===== src/rtl/truth_table_lut_seq.sv =====
// rtl/truth_table_lut_seq.sv - runtime-programmable N-input truth-table evaluator with serial load and sweep
module truth_table_lut_seq #(
  parameter int N_IN = 3,
  parameter logic [(2**N_IN)-1:0] INIT = '0,
  localparam int TT_W = 2**N_IN,
  localparam int CNT_W = N_IN + 1
) (
  input  logic              clk,
  input  logic              rst,
  input  logic              cfg_valid,
  output logic              cfg_ready,
  input  logic              cfg_bit,
  output logic              cfg_done,
  output logic              loaded,
  input  logic              in_valid,
  output logic              in_ready,
  input  logic [N_IN-1:0]   in_vec,
  input  logic              sweep_start,
  output logic              sweep_busy,
  output logic              out_valid,
  input  logic              out_ready,
  output logic              out_bit,
  output logic [N_IN-1:0]   out_addr,
  output logic [TT_W-1:0]   table_out
);

  typedef enum logic [1:0] {S_IDLE, S_LOAD, S_SWEEP} state_t;

  state_t            state_q, state_d;
  logic [TT_W-1:0]   table_q, table_d;
  logic [TT_W-1:0]   shadow_q, shadow_d;
  logic [CNT_W-1:0]  bit_cnt_q, bit_cnt_d;
  logic [N_IN-1:0]   sweep_cnt_q, sweep_cnt_d;
  logic              out_valid_q, out_valid_d;
  logic              out_bit_q, out_bit_d;
  logic [N_IN-1:0]   out_addr_q, out_addr_d;
  logic              cfg_done_q, cfg_done_d;
  logic              loaded_q, loaded_d;
  logic              out_can_load;
  logic [TT_W-1:0]   shadow_shift;

  // The output buffer may take a new entry when empty or being drained this cycle.
  assign out_can_load = !out_valid_q || out_ready;
  // Incoming config bits enter at the top so the first streamed bit ends up at row 0.
  assign shadow_shift = {cfg_bit, shadow_q[TT_W-1:1]};

  assign cfg_ready  = (state_q == S_IDLE) || (state_q == S_LOAD);
  assign in_ready   = (state_q == S_IDLE) && !cfg_valid && !sweep_start && out_can_load;
  assign sweep_busy = (state_q == S_SWEEP);
  assign cfg_done   = cfg_done_q;
  assign loaded     = loaded_q;
  assign out_valid  = out_valid_q;
  assign out_bit    = out_bit_q;
  assign out_addr   = out_addr_q;
  assign table_out  = table_q;

  // Next-state logic: IDLE arbitration, serial load with atomic commit, and row sweep.
  always_comb begin
    state_d     = state_q;
    table_d     = table_q;
    shadow_d    = shadow_q;
    bit_cnt_d   = bit_cnt_q;
    sweep_cnt_d = sweep_cnt_q;
    cfg_done_d  = 1'b0;
    loaded_d    = loaded_q;
    out_valid_d = out_valid_q && !out_ready;
    out_bit_d   = out_bit_q;
    out_addr_d  = out_addr_q;
    case (state_q)
      S_IDLE: begin
        if (cfg_valid) begin
          shadow_d  = shadow_shift;
          bit_cnt_d = CNT_W'(1);
          state_d   = S_LOAD;
        end else if (sweep_start) begin
          sweep_cnt_d = '0;
          state_d     = S_SWEEP;
        end else if (in_valid && in_ready) begin
          out_valid_d = 1'b1;
          out_bit_d   = table_q[in_vec];
          out_addr_d  = in_vec;
        end
      end
      S_LOAD: begin
        if (cfg_valid) begin
          shadow_d = shadow_shift;
          if (bit_cnt_q == CNT_W'(TT_W - 1)) begin
            table_d    = shadow_shift;
            bit_cnt_d  = '0;
            cfg_done_d = 1'b1;
            loaded_d   = 1'b1;
            state_d    = S_IDLE;
          end else begin
            bit_cnt_d = bit_cnt_q + CNT_W'(1);
          end
        end
      end
      S_SWEEP: begin
        if (out_can_load) begin
          out_valid_d = 1'b1;
          out_bit_d   = table_q[sweep_cnt_q];
          out_addr_d  = sweep_cnt_q;
          sweep_cnt_d = sweep_cnt_q + N_IN'(1);
          if (sweep_cnt_q == '1) begin
            state_d = S_IDLE;
          end
        end
      end
      default: begin
        state_d = S_IDLE;
      end
    endcase
  end

  // State and datapath registers with synchronous reset.
  always_ff @(posedge clk) begin
    if (rst) begin
      state_q     <= S_IDLE;
      table_q     <= INIT;
      shadow_q    <= '0;
      bit_cnt_q   <= '0;
      sweep_cnt_q <= '0;
      cfg_done_q  <= 1'b0;
      loaded_q    <= 1'b0;
      out_valid_q <= 1'b0;
      out_bit_q   <= 1'b0;
      out_addr_q  <= '0;
    end else begin
      state_q     <= state_d;
      table_q     <= table_d;
      shadow_q    <= shadow_d;
      bit_cnt_q   <= bit_cnt_d;
      sweep_cnt_q <= sweep_cnt_d;
      cfg_done_q  <= cfg_done_d;
      loaded_q    <= loaded_d;
      out_valid_q <= out_valid_d;
      out_bit_q   <= out_bit_d;
      out_addr_q  <= out_addr_d;
    end
  end

endmodule


===== config.mk =====
export PLATFORM = sky130hd
export DESIGN_NAME = truth_table_lut_seq
export DESIGN_NICKNAME = d
export VERILOG_FILES = /design/src/rtl/truth_table_lut_seq.sv
export SDC_FILE = /design/constraint.sdc
export NUM_CORES = 1
export LEC_CHECK = 0
export CAP_MARGIN = 10
export CORE_ASPECT_RATIO = 0.9
export CORE_UTILIZATION = 50
export CTS_BUF_LIST = sky130_fd_sc_hd__clkbuf_4 sky130_fd_sc_hd__clkbuf_8
export DETAILED_ROUTE_END_ITERATION = 10
export PLACE_DENSITY_LB_ADDON = 0.1
export SLEW_MARGIN = 10
export SYNTH_ARGS = -nofsm -noshare
export SYNTH_HDL_FRONTEND = slang
export SYNTH_SLANG_ARGS = --single-unit

===== constraint.sdc =====
create_clock -name clk -period 3.9 [get_ports clk]
set_input_delay 0.585 -clock clk [delete_from_list [all_inputs] [get_ports clk]]
set_output_delay 0.585 -clock clk [all_outputs]
set_load 0.02 [all_outputs]

* Word level (Yosys, flattened, before mapping)
Cells that the tools add are included.
** Operators by class
- Add/subtract/negate cells :: 2
- $lt $le $gt $ge :: 2
- Equal/unequal tests :: 14
- Multiplexer cells :: 35
- Bitwise operators :: 2
- Reduce and logical (&&, ||, !) cells :: 22
** Operator list (count)
- 3-bit 2-to-1 mux :: 7
- 2-bit 2-to-1 mux :: 6
- 4-bit 2-to-1 mux :: 3
- 3-bit case mux with 2 select lines :: 2
- 1-bit 2-to-1 mux :: 11
- 2-bit inequality test (second input constant) :: 5
- 5-bit AND reduction :: 2
- 3-bit by 4-bit less-than comparator with 1-bit output (second input constant) :: 2
- 2-bit by 1-bit inequality test with 1-bit output (second input constant) :: 4
- 4-bit case mux with 2 select lines :: 1
- 1-bit binary-select mux with 3-bit select :: 2
- 2-bit case mux with 3 select lines :: 1
- 3-bit AND reduction :: 2
- 1-bit logical AND :: 5
- 4-bit by 1-bit adder with 4-bit output (second input constant) :: 1
- 4-bit by 3-bit == test with 1-bit output (second input constant) :: 1
- 1-bit logical NOT :: 4
- 1-bit case mux with 2 select lines :: 2
- 4-bit AND reduction :: 1
- 2-bit nonzero test :: 2
- 3-bit by 1-bit adder with 3-bit output (second input constant) :: 1
- 3-bit == test (second input constant) :: 1
- 3-bit inequality test (second input constant) :: 1
- 3-bit OR reduction :: 1
- 7 further kinds :: 9
** Word-level totals
- Register bits :: 32
- Input port bits :: 10
- Output and inout port bits :: 18
- Word-level logic and storage cells :: 87

* Depth between registers and ports, before layout
- Depth after elaboration :: 9
- Mapped depth :: 6
- Depth with buffers taken out :: 5

* Least setup slack after synthesis
OpenSTA, ideal clock, no wires.
- Path kind :: input to output
- Start point :: in cfg_valid
- End point :: out in_ready
- Arrival time :: 1109 ps
- Required time :: 3315 ps
- Slack :: 2206 ps
- Stages on the path :: 2
- Buffers on the path :: 0
- Cells stage by stage :: nor4_1 and2_1
** On the way
- Word-level cells in the longest chain between the ends :: 4
** RTL lines
- from (decl) :: RTL line 10 : input logic cfg_valid,
- 1-bit logical NOT :: RTL line 48 : assign in_ready = (state_q == S_IDLE) && !cfg_valid && !sweep_start && out_can_load;
- 1-bit logical AND (3 in series) :: RTL line 48
- to (decl) :: RTL line 16 : output logic in_ready,
Every way passes these cells.

* Worst setup path after layout
Ends and elaborated chain as after synthesis.

==> run summary <==
Synthesis Warnings -> 0
Post-synth cell types -> 28
Syn Area/Cell -> 8.48 um2
Initial DRC Count -> 36
Clock transition at the registers of the reported paths -> 100 ps
Hold_ws -> 468 ps
Post-CTS Hold Buffers -> 0
Worst EP required -> 3310 ps
ANT nets after route -> 0
Post-synth EDFFs -> 0
Residual DRC -> 4
Worst-Skew Late Latency -> 340 ps
Port Buffers -> 27
RSZ-0062 raised after global routing -> false
Vias per Instance -> 5.56
Synth async-reset ratio -> 0%
H-tree levels -> 2
Critical path peak fanout -> 7
Die area -> 0.00298 mm2
Max clock buf depth -> 2
Slew at the pin closest to its max-slew limit -> 1130 ps
Clk pwr share -> 34.9%
Hold Path Class -> register to register
Cells after DPL -> 209
Setup TNS -> 0 ps
Violated checks -> design-rule violations
Root Buffer -> clkbuf_4
P&R area growth vs syn -> 24.8%
Setup Skew -> 14.3 ps
Post-Route WL -> 2.91 mm
Main synth FF type -> dfxtp_1
Critical path arrival -> 2180 ps
Post-cts resize count -> 0
Final Setup Violations -> 0
Nets -> 201
PwrDens -> 365 mW/mm2
Mapped Nets -> 176
CTS buffer count -> 5
Share of the synthesized area in the top cell type -> 44.9%
Yosys reg bits -> 31
Fin cells -> 217
# diodes -> 0
Initial antenna violation count -> 0
Final GP Congestion -> 0.812
Logic gate share of total power -> 11.5%
Chip height -> 51.9 um
Post-DP HPWL -> 2.02 mm
Vias in the first global route -> 1,110
Core Util, Final -> 68.2%
Post-DR wirelength/cell -> 13.4 um
Core ar. -> 0.00253 mm2
Int Pwr -> 0.000465 W
Top cell type by total area after synthesis -> dfxtp_1
Total gr overflow -> 0
Peak supply drop -> 0.224 mV
Tot GR Track Use -> 21.7%
Share of layout cells above drive strength 1 -> 7.94%
CTS sink cnt -> 31
Commonest cells in the netlist -> 41 x nand2_1, 31 x dfxtp_1, 24 x a21oi_1, 11 x nor2_1, 8 x clkbuf_1
FILL cells -> 214
Min Tclk post-route -> 2770 ps
Mapped Area -> 0.00138 mm2
Slew margin rel. -> 24.4%
Postcts setup bufs -> 0
Tcrit/Tclk final -> 70.9%
I/O pin count -> 28
Seq/Total Area, Yosys -> 44.9%
Global-route wire length before repair -> 4.73 mm
Hold Vio Cnt, Final -> 0
Fmax -> 0.361 GHz
Vias after detailed routing -> 1,206
Max cap viols -> 0
CP Launch Type -> input port
Cells after Synth -> 163
Top post-synthesis cells by area -> dfxtp_1 45%, nand2_1 11%, a21oi_1 8.7%, mux4_2 6.5%, nor2_1 3.0%
Top-count cell post-synth -> nand2_1
Initial core utilization -> 54.6%
Crit path kind -> input port to primary output
Slew Limit Fails -> 0
Total power draw -> 0.000629 W
CTS tree -> yes
Die width -> 57.4 um
Std-Cell Rows -> 17
Pin count of the biggest net entering global routing -> 32
Outcome -> finished with violations
CP endpoint kind -> primary output
Leakage -> 0.597 nW
Switching share of power -> 26.1%
Switching power -> 0.000164 W
Pre-antenna DRT Iters -> 7
Reg power frac -> 53.6%
## layer usage
metal | part of all wire [%] | vias to the layer above | track usage, %
li1 | - | 618 | -
met1 | 44 | 559 | 22.9
met2 | 49 | 24 | 37.8
met3 | 5.0 | 5 | 5.97
met4 | 1.9 | 0 | 14.6
met5 | 0 | - | 0
## logic make-up after synthesis
family / Yosys count / synth area share [%]
DFF: 31 / 44.9
AOI/OAI and AO/OA: 36 / 15.5
adders and majority gates: 3 / 2.72
buffers and inverters: 11 / 3.08
and+or+nand+nor: 77 / 26.5
muxes: 5 / 7.33
## per-stage QoR
stage / cell area (um2) / setup slack, ps
6_report: 1730 / 1130
5_1_grt: 1730 / 1030
4_1_cts: 1730 / 1130
3_3_place_gp: 1650 / 1190
2_1_floorplan: 1380 / 2210
3_5_place_dp: 1650 / 1140
## flip-flops by register name (all words and copies together) (netlist names), 2 cells and up
signal / cells
state_q: 2
table_out: 8
bit_cnt_q: 4
sweep_cnt_q: 3
shadow_q: 7
out_addr: 3
## layout by cell type (no fill, tap or decap), types with 3 or more instances in the layout
cell type and count:
clkdlybuf4s50_1 27, a311oi_1 4, nand2_1 41, nand3_1 3
nor3b_1 3, a21oi_1 24, ha_1 3, clkbuf_4 5
nand2b_1 3, dfxtp_1 31, nor2_1 11, o21ai_0 4
nor2b_1 3, mux4_2 4
## area by class of cell
| type | instances | area [um2] | area share (%) |
|---|---|---|---|
| repair buffers | 27 | 270 | 15.7 |
| inverters | 2 | 7.51 | 0.435 |
| flip-flops and latches | 31 | 621 | 36.0 |
| clock buffers | 7 | 65.1 | 3.77 |
| well taps | 28 | 35.0 | 2.03 |
| multi-input cells | 121 | 719 | 41.7 |
| clock inverters | 1 | 7.51 | 0.435 |
## worst max-delay path, cell delays in order
cell and delay, ps:
clkdlybuf4s50_1 500, nor4_1 330, and2_1 180, clkdlybuf4s50_1 590
## final timing paths
| path | start | to | slack (ps) | depth (start not counted) |
|---|---|---|---|---|
| worst max-delay path | cfg_valid | in_ready | 1130 | 4 |
| worst min-delay path | shadow_q[1] | shadow_q[1] | 470 | 2 |
| worst max register to register | state_q[1] | bit_cnt_q[3] | 1960 | 4 |
| worst min register to register | shadow_q[1] | shadow_q[1] | 470 | 2 |
## power by group through the flow
stage,registers (W),clock network [W],logic [W]
6_report,0.000337,0.000220,0.0000723
2_1_floorplan,0.000343,0,0.0000426
3_3_place_gp,0.000344,0,0.0000707
3_5_place_dp,0.000344,0,0.0000723
5_1_grt,0.000339,0.000231,0.0000795
4_1_cts,0.000337,0.000223,0.0000726
No activity file was read; power rests on OpenSTA's default activity.
